<file path="src/rtl/light_dance_gen.sv">
// Programmable-rate LED pattern generator: parallel load, then shift-left,
// shift-right, rotate-left or bounce at a rate set by a prescaler divider.
module light_dance_gen #(
    parameter int WIDTH = 8,
    parameter int DIV_W = 16
) (
    input  logic             clk,
    input  logic             arst,
    input  logic             en,
    input  logic             load,
    input  logic [WIDTH-1:0] pdata,
    input  logic             din,
    input  logic [1:0]       mode,
    input  logic [DIV_W-1:0] div,
    output logic [WIDTH-1:0] qdata,
    output logic             step,
    output logic             dir
);

    typedef enum logic [1:0] {
        MODE_SHL    = 2'b00,
        MODE_SHR    = 2'b01,
        MODE_ROL    = 2'b10,
        MODE_BOUNCE = 2'b11
    } mode_t;

    localparam logic [DIV_W-1:0] CNT_ONE = DIV_W'(1);

    logic [DIV_W-1:0] cnt;
    logic             at_top;
    logic             tick;
    logic [WIDTH-1:0] next_q;
    logic             next_dir;
    mode_t            mode_sel;

    assign mode_sel = mode_t'(mode);
    assign at_top   = (cnt == div);
    assign tick     = en & ~load & at_top;

    // Bounce holds when there is nothing to move or when both ends are lit,
    // since either direction would immediately push a light off the bank.
    always_comb begin
        next_q   = qdata;
        next_dir = dir;
        case (mode_sel)
            MODE_SHL: next_q = {qdata[WIDTH-2:0], din};
            MODE_SHR: next_q = {din, qdata[WIDTH-1:1]};
            MODE_ROL: next_q = {qdata[WIDTH-2:0], qdata[WIDTH-1]};
            MODE_BOUNCE: begin
                if (qdata == '0 || (qdata[WIDTH-1] && qdata[0])) begin
                    next_q = qdata;
                end else if (!dir && qdata[WIDTH-1]) begin
                    next_dir = 1'b1;
                    next_q   = {1'b0, qdata[WIDTH-1:1]};
                end else if (dir && qdata[0]) begin
                    next_dir = 1'b0;
                    next_q   = {qdata[WIDTH-2:0], 1'b0};
                end else if (dir) begin
                    next_q = {1'b0, qdata[WIDTH-1:1]};
                end else begin
                    next_q = {qdata[WIDTH-2:0], 1'b0};
                end
            end
            default: next_q = qdata;
        endcase
    end

    always_ff @(posedge clk) begin
        if (arst) begin
            qdata <= '0;
            cnt   <= '0;
            dir   <= 1'b0;
            step  <= 1'b0;
        end else if (load) begin
            qdata <= pdata;
            cnt   <= '0;
            dir   <= 1'b0;
            step  <= 1'b0;
        end else begin
            step <= tick;
            if (en) begin
                cnt <= at_top ? '0 : cnt + CNT_ONE;
            end
            if (tick) begin
                qdata <= next_q;
                dir   <= next_dir;
            end
        end
    end

endmodule

</file>
<file path="config.mk">
export PLATFORM = sky130hd
export DESIGN_NAME = light_dance_gen
export DESIGN_NICKNAME = d
export VERILOG_FILES = /design/src/rtl/light_dance_gen.sv
export SDC_FILE = /design/constraint.sdc
export NUM_CORES = 1
export LEC_CHECK = 0
export BUFFER_PORTS_ARGS = -buffer_cell sky130_fd_sc_hd__buf_2
export CORE_AREA = 2 2 59 61
export DETAILED_ROUTE_END_ITERATION = 7
export DIE_AREA = 0 0 61 63
export PLACE_DENSITY = 0.88
export RECOVER_POWER = 100
export SKIP_CTS_REPAIR_TIMING = 1
export SLEW_MARGIN = 40
export SYNTH_ARGS = -nofsm -noshare
export SYNTH_HDL_FRONTEND = slang
export SYNTH_SLANG_ARGS = --single-unit
</file>
<file path="constraint.sdc">
create_clock -name clk -period 4.4 [get_ports clk]
set_clock_uncertainty 0.2 [all_clocks]
set_input_delay 0.44 -clock clk [delete_from_list [all_inputs] [get_ports clk]]
set_output_delay 0.44 -clock clk [all_outputs]
set_load 0.02 [all_outputs]
</file>
==> flow_summary.toml <==
[outcome]
status = "finished, final reports clean"

[logic_synthesis]
netlist_instances = 204
area_fraction_in_compound_gates_after_synthesis = 0.140
synth_area_leaders = "sky130_fd_sc_hd__dfxtp_1 31%, sky130_fd_sc_hd__xor2_1 10%, sky130_fd_sc_hd__nor2_1 7.0%"
synth_cell_type_count = 39
synth-xor-area-share = 0.163
post_synth_instance_area_mm2 = 0.00167
yosys.area_share.adder = 0.00749
syn_avg_cell_area_um2 = 8.19
mappedNetlistNets = 236
asyncSetResetFlopFracSynth = 0
ys_seq_elements = 26
yosysWarnings = 0
synth_enable_flop_cells = 0
synth_top_family_by_area = "simple AND/OR/NAND/NOR gates"
postSynth.topFlopCell = "sky130_fd_sc_hd__dfxtp_1"
yosys.area_share.simple = 0.259
muxShareOfSynthArea = 0.0682
synth_top_area_share = 0.312
yosys.area.top_type = "sky130_fd_sc_hd__dfxtp_1"
yosysSeqAreaShare = 0.312

[global_routing]
grt_usage = 0.204
vias_in_the_first_global_route = 1487
grt_start_max_net_pins = 21
global_route_wire_length_before_repair_mm = 6.15
grt.overflow.total = 0
number_of_antenna_violations_at_the_first_check_in_global_routing = 0

[setup_path]
criticalPathCategory = "reg -> reg"
ff2ff_setup_slack_ps = 1930
worst_r2r_path_depth = 5
critical_path.n_buffers_inverters = 0
cp-end-kind = "register"
timing.critical_path.cells = "nor4_1 > a22o_1 > nand2_1 > a31oi_1 > mux2_2"
path_max_fanout = 11
critical_path.max_stage_delay_ps = 800
crit_arrival_ps = 2500
crit_path_top_delay_cell = "sky130_fd_sc_hd__a31oi_1"
timing.critical_path.required_ps = 4430
crit_family = "compound AO/OA/AOI/OAI gates"
critical_path.reg2reg.endpoint = "qdata[6]"
timing.rr.start = "qdata[0]"
critical_path.startpoint_type = "register"

[sta]
timing.final.hold_violations = 0
worst_pin_slew_ps = 1060
final.min_clock_period_ps = 2470
drv_slew = 0
setup_viol = 0
slew_headroom = 0.292
rsz0062_at_grt = "false"
maxClockFrequency_mhz = 405
setup_slack_ps = 1930
post-route-period-util = 0.562
sum_neg_setup_slack_ps = 0

[placement]
dp.cells = 281
io_buffer_count = 40
postPlaceCellArea_mm2 = 0.00188
detail_placement_hpwl_mm = 2.72
post-place-ws_ps = 2130
gp_congestion = 0.807

[job]
reported_max_cap_violation_count = 0

[final_layout]
layoutNonFillerInstCount = 285
nets = 272
drive_above_1_share = 0.180
antenna-diode-count = 0
fill_cells = 323
layout.cell_area.non_filler_mm2 = 0.00190
most-common-layout-cells = "31 x sky130_fd_sc_hd__nor2_1, 30 x sky130_fd_sc_hd__buf_2, 26 x sky130_fd_sc_hd__dfxtp_1, 19 x sky130_fd_sc_hd__xor2_1, 13 x sky130_fd_sc_hd__nand2_1"
regArea_um2 = 520
layout_commonest_cell = "sky130_fd_sc_hd__nor2_1"
multi_input_comb_area_mm2 = 0.00104
area_growth_pct = 13.9
layout.core_utilization = 0.589

[pwr]
cellInternalPower_w = 0.000369
power_frac_clock = 0.330
ir_drop_v = 0.000119
pwr-share-seq = 0.503
power.density_cell_area_mw_per_mm2 = 261
leakagePower_nw = 0.775
switching_share = 0.256
power_switching_w = 0.000127
combinational_share_of_power = 0.167

[floorplanning]
floorplan_die_height_um = 63
die_w_um = 61
die_area_mm2 = 0.00384
rows = 21
start_util = 0.517
placeableCoreArea_mm2 = 0.00323
num_io_pins = 41

[route]
top_signal_layer_used = "met4"
ant_nets = 0
drt_wl_total_mm = 3.59
wl_met1_mm = 1.52
dr_iter_0_viols = 77
drtPass1Iterations = 4
met3WireLength_um = 167
dr_wl_met2_mm = 1.87
vias_per_cell = 5.39
wire_per_inst_um = 12.6
drcViolationCount = 0
via_count = 1537

[worst_hold_path]
hold_path_class = "in -> reg"
whs_path_depth = 5
min_delay_src = "pdata[4]"
min_delay_worst_endpoint = "qdata[4]"

[cts]
cts_num_sinks = 26
clock_tree.buffer_depth = 2
worstSkewPairLatency_ps = 320
tritoncts_clock_tree = "built"
htree_levels = 1
clock_tree.root_cell = "sky130_fd_sc_hd__clkbuf_4"
cts_made_buffers = 3
clkSlewWorstSetupHoldPaths_ps = 140
registers in the layout (all words and copies together), names as in the netlist:
register / cells
step: 1
cnt: 16
qdata: 8
dir: 1
tightest hold or removal path, cell delays in order:
cell	delay [ps]
sky130_fd_sc_hd__buf_2	90
sky130_fd_sc_hd__inv_1	40
sky130_fd_sc_hd__a21oi_1	60
sky130_fd_sc_hd__o31ai_1	60
sky130_fd_sc_hd__mux2i_1	60
cell usage after synthesis, types with 3 or more instances:
cell type / number
sky130_fd_sc_hd__dfxtp_1: 26
sky130_fd_sc_hd__nand2b_1: 6
sky130_fd_sc_hd__o21ai_0: 7
sky130_fd_sc_hd__mux2_2: 3
sky130_fd_sc_hd__o31ai_1: 4
sky130_fd_sc_hd__nand2_1: 13
sky130_fd_sc_hd__nor4_1: 3
sky130_fd_sc_hd__mux2i_1: 8
sky130_fd_sc_hd__xor2_1: 19
sky130_fd_sc_hd__nor2_1: 31
sky130_fd_sc_hd__nand3_1: 3
sky130_fd_sc_hd__nor2b_1: 4
sky130_fd_sc_hd__a21oi_1: 9
sky130_fd_sc_hd__xnor2_1: 12
sky130_fd_sc_hd__clkbuf_1: 3
sky130_fd_sc_hd__nor3_1: 4
sky130_fd_sc_hd__nand4_1: 6
sky130_fd_sc_hd__inv_1: 11
sky130_fd_sc_hd__buf_2: 4
sky130_fd_sc_hd__and3_1: 5
metal layers:
metal / vias to the layer above / GRT usage
met1: 721 / 0.247
met5: - / 0
li1: 764 / -
met2: 48 / 0.364
met3: 4 / 0.0248
met4: 0 / 0.0571
cells by family after synthesis:
family / count (synthesis)
AOI/OAI and AO/OA: 31
xor gates and xnor gates: 31
adders and majority gates: 1
buffers and inverters: 20
DFF: 26
muxes: 11
and+or+nand+nor: 84
area by class of cell:
| type | count | share of cell area |
|---|---|---|
| multi-input combinational | 158 | 0.548 |
| sequential | 26 | 0.274 |
| timing repair buffer | 40 | 0.0986 |
| tap | 46 | 0.0302 |
| inverter | 11 | 0.0217 |
| clock inverter | 1 | 0.0158 |
| clock buffer | 3 | 0.0118 |
power groups by stage:
stage          Combinational [W]  Sequential, W  Clock, W
5_1_grt                0.0000917       0.000251  0.000179
6_report               0.0000828       0.000250  0.000164
2_1_floorplan          0.0000540       0.000257         0
3_5_place_dp           0.0000850       0.000255         0
3_3_place_gp           0.0000827       0.000255         0
4_1_cts                0.0000856       0.000249  0.000167
through the flow:
stage | hold slack, ps | power, W
after detailed placement | 313 | 0.000340
after floorplan | 305 | 0.000311
final | 257 | 0.000496
after global placement | 305 | 0.000337
after CTS | 260 | 0.000502
after global routing | 265 | 0.000522
worst max-delay path by stage:
stage | startpoint | to | slack (ps) | cells past startpoint
final | qdata[0] | qdata[6] | 1930 | 5
after global routing | qdata[0] | qdata[6] | 1780 | 5
after CTS | cnt[0] | cnt[6] | 2270 | 5
after detailed placement | div[0] | cnt[9] | 2130 | 6
after global placement | div[13] | cnt[13] | 2240 | 6
after floorplan | qdata[0] | qdata[1] | 2420 | 6
(Power assumes the default switching activity.)
